===== src/rtl/instr_fetch_if.sv =====
// Bus bundle between instr_fetch and its neighbours: the program-memory read
// port and the instruction hand-off to instruction_decode.
//
// Handshake rules:
//   Memory read: mem_req/mem_addr are held stable until the cycle in which
//   mem_ack is high. That cycle completes the read, and mem_rdata is valid only
//   in that cycle.
//   Instruction hand-off: ir_valid/ir/ir_tgt are held stable until the cycle in
//   which ir_ready is high. That cycle is the accept cycle. ir_ready has no
//   effect while ir_valid is low.
interface instr_fetch_if #(
  parameter int AW = 8
);
  logic          mem_req;
  logic [AW-1:0] mem_addr;
  logic          mem_ack;
  logic [7:0]    mem_rdata;
  logic [7:0]    ir;
  logic [AW-1:0] ir_tgt;
  logic          ir_valid;
  logic          ir_ready;

  // Fetch-stage side.
  modport master (
    output mem_req, mem_addr, ir, ir_tgt, ir_valid,
    input  mem_ack, mem_rdata, ir_ready
  );

  // Memory / decode side.
  modport slave (
    input  mem_req, mem_addr, ir, ir_tgt, ir_valid,
    output mem_ack, mem_rdata, ir_ready
  );
endinterface


===== src/rtl/instr_fetch.sv =====
// Fetch stage of the simple CPU.
// It walks the PC through program memory and latches each opcode into IR.
// For the two-byte jumps jmp/jz/jc it also fetches the target byte.
// It hands each instruction to decode, then redirects the PC on the accept
// cycle using the ALU flags. Halt (8'h80) freezes fetch until reset.
// Optional feature: define IF_STALL_CNT_EN to add the stall_cnt output.
// stall_cnt is a saturating count of cycles spent waiting on memory or decode.
module instr_fetch #(
  parameter int            AW       = 8,
  parameter logic [AW-1:0] RESET_PC = '0
) (
  input  logic          clk,
  input  logic          rst_n,
  input  logic          en,
  instr_fetch_if.master bus,
  input  logic          zf,
  input  logic          cf,
  output logic [AW-1:0] pc,
  output logic          halted,
  output logic [2:0]    dbg_state
`ifdef IF_STALL_CNT_EN
  ,
  output logic [15:0]   stall_cnt
`endif
);

  localparam logic [7:0] OP_JMP  = 8'h30;
  localparam logic [7:0] OP_JZ   = 8'h31;
  localparam logic [7:0] OP_JC   = 8'h32;
  localparam logic [7:0] OP_HALT = 8'h80;

  typedef enum logic [2:0] {
    IDLE  = 3'd0,
    FETCH = 3'd1,
    TGT   = 3'd2,
    ISSUE = 3'd3,
    HALT  = 3'd4
  } state_t;

  state_t        state, state_nxt;
  logic [AW-1:0] pc_nxt;
  logic [7:0]    ir_q, ir_nxt;
  logic [AW-1:0] tgt_q, tgt_nxt;
  logic          take_jump;

  // Only these three opcodes carry a target byte.
  // 0x33..0x3F pass through as ordinary single-byte ops.
  function automatic logic is_two_byte(input logic [7:0] op);
    return (op == OP_JMP) || (op == OP_JZ) || (op == OP_JC);
  endfunction

  // State, PC and instruction registers. Reset abandons any in-flight read.
  always_ff @(posedge clk or negedge rst_n) begin
    if (!rst_n) begin
      state <= IDLE;
      pc    <= RESET_PC;
      ir_q  <= 8'h00;
      tgt_q <= '0;
    end else begin
      state <= state_nxt;
      pc    <= pc_nxt;
      ir_q  <= ir_nxt;
      tgt_q <= tgt_nxt;
    end
  end

  // Next-state logic.
  // en is looked at only in IDLE and when leaving ISSUE, so an instruction
  // already started always runs to completion.
  always_comb begin
    state_nxt = state;
    pc_nxt    = pc;
    ir_nxt    = ir_q;
    tgt_nxt   = tgt_q;
    take_jump = 1'b0;
    case (state)
      IDLE: begin
        if (en) state_nxt = FETCH;
      end
      FETCH: begin
        if (bus.mem_ack) begin
          ir_nxt    = bus.mem_rdata;
          pc_nxt    = pc + AW'(1);
          state_nxt = is_two_byte(bus.mem_rdata) ? TGT : ISSUE;
        end
      end
      TGT: begin
        if (bus.mem_ack) begin
          tgt_nxt   = AW'(bus.mem_rdata);
          pc_nxt    = pc + AW'(1);
          state_nxt = ISSUE;
        end
      end
      ISSUE: begin
        if (bus.ir_ready) begin
          take_jump = (ir_q == OP_JMP) ||
                      ((ir_q == OP_JZ) && zf) ||
                      ((ir_q == OP_JC) && cf);
          if (take_jump) pc_nxt = tgt_q;
          if (ir_q == OP_HALT) state_nxt = HALT;
          else                 state_nxt = en ? FETCH : IDLE;
        end
      end
      HALT: begin
        state_nxt = HALT;
      end
      default: begin
        state_nxt = IDLE;
      end
    endcase
  end

  // All outputs are decoded from registered state, so they are glitch-free.
  assign bus.mem_req  = (state == FETCH) || (state == TGT);
  assign bus.mem_addr = pc;
  assign bus.ir       = ir_q;
  assign bus.ir_tgt   = tgt_q;
  assign bus.ir_valid = (state == ISSUE);
  assign halted       = (state == HALT);
  assign dbg_state    = state;

`ifdef IF_STALL_CNT_EN
  logic stall;
  assign stall = (((state == FETCH) || (state == TGT)) && !bus.mem_ack) ||
                 ((state == ISSUE) && !bus.ir_ready);

  // Saturating count of cycles lost to memory or decode back-pressure.
  always_ff @(posedge clk or negedge rst_n) begin
    if (!rst_n)                             stall_cnt <= 16'h0000;
    else if (stall && stall_cnt != 16'hFFFF) stall_cnt <= stall_cnt + 16'd1;
  end
`endif

endmodule


===== src/flat_wrapper.sv =====
// flat-port wrapper written by rule: the top's interface ports become plain ports
module instr_fetch_flat 
#(
  parameter int            AW       = 8,
  parameter logic [AW-1:0] RESET_PC = '0
)
  (clk, rst_n, en, zf, cf, pc, halted, dbg_state, bus_mem_req, bus_mem_addr, bus_ir, bus_ir_tgt, bus_ir_valid, bus_mem_ack, bus_mem_rdata, bus_ir_ready);
  instr_fetch_if #(.AW(AW)) bus_i ();
  input  logic clk;
  input  logic rst_n;
  input  logic en;
  input  logic zf;
  input  logic cf;
  output logic [AW-1:0] pc;
  output logic halted;
  output logic [2:0] dbg_state;
  output wire logic [$bits(bus_i.mem_req)-1:0] bus_mem_req;
  output wire logic [$bits(bus_i.mem_addr)-1:0] bus_mem_addr;
  output wire logic [$bits(bus_i.ir)-1:0] bus_ir;
  output wire logic [$bits(bus_i.ir_tgt)-1:0] bus_ir_tgt;
  output wire logic [$bits(bus_i.ir_valid)-1:0] bus_ir_valid;
  input wire logic [$bits(bus_i.mem_ack)-1:0] bus_mem_ack;
  input wire logic [$bits(bus_i.mem_rdata)-1:0] bus_mem_rdata;
  input wire logic [$bits(bus_i.ir_ready)-1:0] bus_ir_ready;
  assign bus_mem_req = bus_i.mem_req;
  assign bus_mem_addr = bus_i.mem_addr;
  assign bus_ir = bus_i.ir;
  assign bus_ir_tgt = bus_i.ir_tgt;
  assign bus_ir_valid = bus_i.ir_valid;
  assign bus_i.mem_ack = bus_mem_ack;
  assign bus_i.mem_rdata = bus_mem_rdata;
  assign bus_i.ir_ready = bus_ir_ready;
  instr_fetch #(.AW(AW), .RESET_PC(RESET_PC)) u_core (.clk(clk), .rst_n(rst_n), .en(en), .bus(bus_i), .zf(zf), .cf(cf), .pc(pc), .halted(halted), .dbg_state(dbg_state));
endmodule

===== config.mk =====
export PLATFORM = sky130hd
export DESIGN_NAME = instr_fetch_flat
export DESIGN_NICKNAME = d
export VERILOG_FILES = /design/src/rtl/instr_fetch_if.sv /design/src/rtl/instr_fetch.sv /design/src/flat_wrapper.sv
export SDC_FILE = /design/constraint.sdc
export NUM_CORES = 1
export LEC_CHECK = 0
export CORE_MARGIN = 1
export CORE_UTILIZATION = 46
export CTS_CLUSTER_SIZE = 28
export DETAILED_ROUTE_END_ITERATION = 10
export HOLD_SLACK_MARGIN = 0.05
export PLACE_DENSITY = 0.82
export RECOVER_POWER = 25
export SYNTH_ARGS = -nofsm -noshare
export SYNTH_HDL_FRONTEND = slang
export SYNTH_SLANG_ARGS = --single-unit

===== constraint.sdc =====
create_clock -name clk -period 3.34 [get_ports clk]
set_clock_uncertainty 0.15 [all_clocks]
set_input_delay 0.668 -clock clk [delete_from_list [all_inputs] [get_ports clk]]
set_output_delay 0.668 -clock clk [all_outputs]
set_load 0.1 [all_outputs]

## Word level (Yosys, flattened, before mapping)

Cells that the tools add are included.
W data, S select, Z words.

- Flip-flop bits (word level): 27
- Input port bits: 15
- Output and inout port bits: 38
- Word-level logic and storage cells: 48

- Add/sub/neg operators: 1
- Eq/ne operators: 17
- Muxes and demuxes: 12
- Reduce and logical (&&, ||, !) cells: 14

Operator list:

| kind | count |
|---|---|
| $eq A8 B6 Y1 const B | 6 |
| $mux W8 | 3 |
| $pmux W8 S2 | 1 |
| $mux W3 | 5 |
| $pmux W3 S5 | 1 |
| $add A8 B1 Y8 const B | 1 |
| $eq A8 B8 Y1 const B | 1 |
| $reduce_and A4 Y1 | 2 |
| $eq A3 B2 Y1 const B | 2 |
| $ne A2 B1 Y1 const B | 3 |
| $ne A2 B2 Y1 const B | 3 |
| $logic_or A1 B1 Y1 | 5 |
| $reduce_and A2 Y1 | 2 |
| $eq A3 B1 Y1 const B | 1 |
| $eq A3 B3 Y1 const B | 1 |
| $logic_not A3 Y1 | 1 |
| $logic_and A1 B1 Y1 | 2 |
| $mux W1 | 2 |
| $reduce_bool A2 Y1 | 1 |
| $reduce_or A2 Y1 | 1 |

## Logic depth before layout (Yosys ltp)

Gate-level depths: netlist of run 1.

- Depth in word-level cells: 7
- Depth in mapped cells: 7
- Gate-level depth less buffers: 6

## Least setup slack after synthesis of run 1

Ideal clock, no wire load.

- Kind: register to output
- Start: reg u_core.state[2], in the netlist u_core.dbg_state[2]
- End: out halted
- Data arrival time: 3.343 ns
- Required time: 2.522 ns
- Path slack: -0.821 ns
- Stages on the path, launching flop included: 2
- Path buffers: 0
- Cells stage by stage: dfrtp_1 nor3b_1

- Longest elaborated chain between the ends: 1

Ends and longest elaborated chain:

| item | line | text |
|---|---|---|
| from (decl) | instr_fetch.sv:40 | `state_t state, state_nxt;` |
| from (signal assigned) | instr_fetch.sv:60 | `state <= state_nxt;` |
| $eq A3 B3 Y1 | instr_fetch.sv:119 | `assign halted = (state == HALT);` |
| to (decl) | flat_wrapper.sv:15 | `output logic halted;` |

No other way between the ends.

## Worst setup path after layout of run 1

- Start: reg u_core.state[0], in the netlist u_core.dbg_state[0]
- End: out bus_ir_valid

- Longest elaborated chain between the ends: 1

Ends and longest elaborated chain:

| item | line | text |
|---|---|---|
| $eq A3 B2 Y1 | instr_fetch.sv:118 | `assign bus.ir_valid = (state == ISSUE);` |
| to (decl) | flat_wrapper.sv:21 | `output wire logic [$bits(bus_i.ir_valid)-1:0] bus_ir_valid;` |

No other way between the ends.

==> key figures, run 1 <==
Logic synthesis
  – Register area share after synthesis: 43.44%
  – Yosys cell types: 40
  – FFs w/ async S/R, synth: 100.0%
  – Main synth FF type: dfrtp_1
  – Post-Syn Instances: 140
  – Mean post-synth cell area: 11.11 um^2
  – Yosys warns: 0
  – Net count after synthesis: 156
  – EDFF count, synth: 0
  – Register bit total from synthesis: 27
  – Synthesized area: 1555 um^2

Timing
  – Slew Limit Headroom: 6.185%
  – Final Setup Violations: 0
  – Fin. max-slew vios: 0
  – Final hold viol count: 0
  – RSZ-0062 raised after global routing: no
  – Max Fclk: 374.0 MHz
  – Pin slew with the least headroom to its limit: 1407 ps
  – TNS Setup: 0 ps
  – Final Critical Period: 2674 ps
  – Final period util: 80.05%
  – Slack of the critical path: 666.3 ps

Detailed routing
  – Routed vias: 1275
  – Routed vias/inst: 5.568
  – Drt total wl: 3576 um
  – Iteration count of the initial detailed-routing pass: 4
  – DRT iter0 DRCs: 62
  – Drt drc: 0
  – ANT nets after route: 0
  – DR WL/cell: 15.62 um

Cells and area
  – Commonest non-fill, non-tap cell in the layout: buf_4
  – Finished layout cell area: 1976 um^2
  – Layout cells sized above 1: 40.00%
  – Multi-input logic area: 769.5 um^2
  – Antenna cells: 0
  – Fin util: 63.16%
  – Fillers: 268
  – P&R area growth vs syn: 27.03%
  – Final layout net count: 202
  – Storage element area: 675.6 um^2
  – Commonest non-fill, non-tap cells in the layout: 39 x buf_4, 27 x dfrtp_1, 16 x mux2_2

Floorplanning
  – Initial Utilization: 49.72%
  – Row count: 20
  – DIE AREA: 3617 um^2
  – Die width: 60.15 um
  – Die Height: 60.15 um
  – Top Ports: 53
  – Core area: 3128 um^2

Place
  – Hpwl dp: 2722 um
  – Placed Area: 1952 um^2
  – Placer Congestion: 0.7834
  – Buffers added on ports: 52
  – DP Worst Slack: 646.5 ps

Setup path
  – Worst setup SP type: flip-flop
  – Buffers & Inverters on Critical Path: 3
  – FF-to-FF setup slack: 1190 ps
  – CP required: 2520 ps
  – CP Class: reg -> out
  – Cell family with the largest share of critical-path delay: buffers and inverters
  – Max incr delay on CP: 650 ps
  – Worst Setup End Kind: primary output
  – Critical path arrival: 1860 ps
  – Cell mode on critical path: buf_4
  – Slowest-stage cell, CP: dfrtp_1
  – CP Max Fanout: 17
  – CP cell instances: nand3b_2 > buf_4 > inv_1 > buf_4

Global routing
  – Initial antenna violation count: 0
  – Overflow after GRT: 0
  – Pin count of the biggest net entering global routing: 28
  – GRT Util Overall: 21.66%
  – First-pass GRT wire length: 5823 um
  – Vias in the first global route: 1206

Clock network
  – Register clock-pin slew on the reported worst setup and hold paths: 140 ps
  – TritonCTS Buffers: 3
  – # clock sinks: 27
  – Post-CTS Hold Buffers: 0
  – Postcts setup bufs: 0
  – Htree depth: 1
  – CTS tree: built
  – Post_cts resized: 0
  – CTS max path bufs: 2
  – Skew-Pair Late Insertion Delay: 330 ps
  – CTS root buf: clkbuf_4

Run status
  – Outcome: finished, final reports clean

Worst hold path
  – Hold WC Path Type: reg -> reg

Run
  – Maxcap violations: 0
==> registers in the layout, indices dropped and copies added, names as in the netlist <==
signal / cells
u_core.dbg_state: 3
u_core.bus.ir_tgt: 8
u_core.bus.ir: 8
u_core.bus.mem_addr: 8
==> worst reg2reg max path, delay by kind of cell (launching register included) <==
family,cells,cell delay [ps]
and+or+nand+nor,3,940
muxes,1,320
DFF,1,650
==> cell families (layout without fill, tap and decap cells) <==
family | after synthesis | after routing | synth area share (%)
muxes | 22 | 22 | 16.01
DFF | 27 | 27 | 43.44
AOI/OAI and AO/OA | 29 | 29 | 14.40
buffers and inverters | 16 | 61 | 7.401
xor gates and xnor gates | 1 | 1 | 0.5633
adders and majority gates | 1 | 1 | 0.8044
and+or+nand+nor | 44 | 44 | 17.38
==> cells in the mapped netlist (2+ instances only) <==
cell       number  area share (%)
nor3_1          2            0.64
o31ai_1         2            0.97
nand2_1        13             3.1
buf_2           2            0.64
a21oi_4         2             2.1
a31oi_1         3             1.2
buf_4           8             3.9
nand2b_1        3             1.2
inv_1           3            0.72
buf_6           3             2.2
nor2_1          7             1.7
a2bb2oi_1       4             2.3
nor4_1          2            0.80
o22ai_1         3             1.2
mux2_2         16              12
nor2_4          2             1.4
nand3_1         4             1.3
o21ai_0         8             2.6
a21oi_1         3            0.97
dfrtp_1        27              43
mux2i_1         4             2.6
==> worst paths after layout <==
path	cells after the start	endpoint	start
worst max-delay path	4	bus_ir_valid	u_core.dbg_state[0]
worst min-delay path	1	u_core.bus.ir[3]	u_core.bus.ir[3]
worst max register to register	4	u_core.bus.mem_addr[1]	u_core.dbg_state[0]
worst min register to register	1	u_core.bus.ir[3]	u_core.bus.ir[3]
max in group asynchronous	2	u_core.bus.ir[3]	rst_n
min in group asynchronous	2	u_core.bus.mem_addr[7]	rst_n
==> per-stage QoR <==
step | instances | hold WS (ps)
after floorplan | 140 | 222.4
after global placement | 225 | 380.6
after detailed placement | 225 | 381.0
after CTS | 229 | 417.1
after global routing | 229 | 440.4
final | 229 | 416.6
==> area by class of cell <==
class                      instances  share of cell area (%)
clock buffer                       3                   1.140
clock inverter                     1                  0.2533
inverter                           3                  0.5700
multi-input combinational         97                   38.95
sequential                        27                   34.20
tap                               44                   2.787
timing repair buffer              54                   22.10
==> layer usage <==
layer / wire length (um) / vias up / GRT usage, %
met3: 215 / 2 / 2.597
met2: 1726 / 54 / 36.42
met4: 12 / 0 / 7.309
li1: - / 589 / -
met1: 1621 / 630 / 28.69
met5: 0 / - / 0
Power of run 1 is not shown: default switching activity piles up to over one toggle a cycle in this logic, so the estimate is an artifact.
==> inputs of run 2 (changes only) <==
--- a/config.mk
+++ b/config.mk
@@ -6,11 +6,11 @@
 export NUM_CORES = 1
 export LEC_CHECK = 0
 export CORE_MARGIN = 1
-export CORE_UTILIZATION = 46
+export CORE_UTILIZATION = 41
 export CTS_CLUSTER_SIZE = 28
 export DETAILED_ROUTE_END_ITERATION = 10
 export HOLD_SLACK_MARGIN = 0.05
-export PLACE_DENSITY = 0.82
+export PLACE_DENSITY = 0.77
 export RECOVER_POWER = 25
 export SYNTH_ARGS = -nofsm -noshare
 export SYNTH_HDL_FRONTEND = slang
==> constraint.sdc (replaced) <==
create_clock -name clk -period 2.4 [get_ports clk]
set_clock_uncertainty 0.15 [all_clocks]
set_input_delay 0.48 -clock clk [delete_from_list [all_inputs] [get_ports clk]]
set_output_delay 0.48 -clock clk [all_outputs]
set_load 0.1 [all_outputs]
==> run 2 against run 1 <==
Net effect: first-iteration DRC count fell by 18%; global-route usage is 2.9 points lower; routed wire length increased by 0.42%; cell count is 2.6% higher; clock-buffer cell count did not move; sequential share of layout area decreased by 1.3 points; critical path type unchanged.
==> key figures, run 2 (synthesis gave the netlist of run 1 again) <==
Run status
  – Outcome: finished, final reports clean

Setup path
  – Terminus of the critical flop-to-flop path: u_core.dbg_state[0]
  – Critical Path Start: u_core.dbg_state[2]
  – Crit path capture: bus_ir_valid
  – CP cell instances: nand3b_2 > clkinvlp_4 > buf_12
  – Worst Setup End Kind: primary output
  – CP Max Fanout: 9
  – Levels on crit path: 3
  – Critical path arrival: 1420 ps
  – CP Class: reg -> out
  – Cell family with the largest share of critical-path delay: flip-flops
  – Cells on worst reg2reg path: 5
  – Worst setup SP type: flip-flop
  – CP required: 1770 ps
  – Slowest-stage cell, CP: dfrtp_4
  – Buffers & Inverters on Critical Path: 2
  – FF-to-FF setup slack: 500 ps
  – R2r startpoint: u_core.bus.ir[0]
  – Max incr delay on CP: 540 ps

Place
  – Hpwl dp: 2832 um
  – Buffers added on ports: 52
  – Placer Congestion: 0.8505

Timing
  – TNS Setup: 0 ps
  – Final Setup Violations: 0
  – Final period util: 85.56%
  – Final hold viol count: 0
  – RSZ-0062 raised after global routing: no
  – Final Critical Period: 2053 ps
  – Max Fclk: 487.0 MHz
  – Fin. max-slew vios: 0
  – Worst Hold Slack: 412.1 ps
  – Pin slew with the least headroom to its limit: 663.2 ps
  – Slew Limit Headroom: 55.79%

Floorplanning
  – Core area: 3661 um^2
  – Top Ports: 53
  – DIE AREA: 4044 um^2
  – Row count: 22
  – Initial Utilization: 42.48%
  – Die width: 63.59 um
  – Die Height: 63.59 um

Clock network
  – CTS tree: built
  – # clock sinks: 27
  – Htree depth: 1
  – TritonCTS Buffers: 3
  – CTS max path bufs: 2
  – Register clock-pin slew on the reported worst setup and hold paths: 90 ps
  – Postcts setup bufs: 0
  – CTS root buf: clkbuf_8
  – Post-CTS Hold Buffers: 0
  – Skew-Pair Late Insertion Delay: 280 ps
  – Post_cts resized: 0

Detailed routing
  – Routed vias: 1265
  – Drt drc: 0
  – DR WL/cell: 15.28 um
  – Routed vias/inst: 5.383
  – DRT iter0 DRCs: 51
  – Drt total wl: 3591 um
  – Iteration count of the initial detailed-routing pass: 4
  – ANT nets after route: 0

Cells and area
  – Antenna cells: 0
  – Layout cells sized above 1: 43.85%
  – P&R area growth vs syn: 33.71%
  – Final layout net count: 204
  – Commonest non-fill, non-tap cell in the layout: buf_4
  – Commonest non-fill, non-tap cells in the layout: 38 x buf_4, 24 x dfrtp_1, 16 x mux2_2
  – Fin util: 56.80%

Worst hold path
  – Hold WC Path Type: reg -> reg

Run
  – Maxcap violations: 0

Global routing
  – Vias in the first global route: 1263
  – First-pass GRT wire length: 5954 um
  – Overflow after GRT: 0
  – Pin count of the biggest net entering global routing: 28
  – GRT Util Overall: 18.77%
  – Initial antenna violation count: 0
[run 2: cell count changes in the layout (fill, tap and decap cells not counted), sizes merged]
| cell | previous run | this run |
|---|---|---|
| buf | 39 | 41 |
| clkinvlp | 0 | 1 |
| inv | 3 | 2 |
[run 2: how the worst min path moves through the flow]
stage | end | cells past startpoint | slack, ps | startpoint
2_1_floorplan | u_core.bus.ir[0] | 0 | 30 | rst_n
3_3_place_gp | u_core.bus.ir[6] | 1 | 370 | u_core.bus.ir[6]
3_5_place_dp | u_core.bus.ir[2] | 1 | 390 | u_core.bus.ir[2]
4_1_cts | u_core.bus.ir[4] | 2 | 420 | rst_n
5_1_grt | u_core.bus.ir[6] | 1 | 430 | u_core.bus.ir[6]
6_report | u_core.bus.ir[2] | 1 | 410 | u_core.bus.ir[2]
[run 2: layout make-up]
type	count	area [um^2]
Tap cell	48	60.06
Clock buffer	3	41.29
Timing Repair Buffer	56	490.5
Inverter	3	15.01
Sequential cell	27	684.4
Clock inverter	1	5.005
Multi-Input combinational cell	97	783.3
Fill cell	331	1582
[run 2: layer usage]
metal  vias up  GRT usage (%)  share of wire [%]
li1        596              -                  -
met1       612          23.39                 43
met2        54          33.11                 51
met3         3          3.080                5.0
met4         0          5.114               0.67
met5         -              0                  0
[run 2: per-stage QoR]
| step | instance area (um^2) | worst slack, ps | std cells |
|---|---|---|---|
| 2_1_floorplan | 1587 | 1.999 | 140 |
| 3_3_place_gp | 2036 | 155.6 | 231 |
| 3_5_place_dp | 2036 | 147.7 | 231 |
| 4_1_cts | 2082 | 337.3 | 235 |
| 5_1_grt | 2079 | 296.9 | 235 |
| 6_report | 2079 | 346.7 | 235 |
Power of run 2 is left out for the same reason.
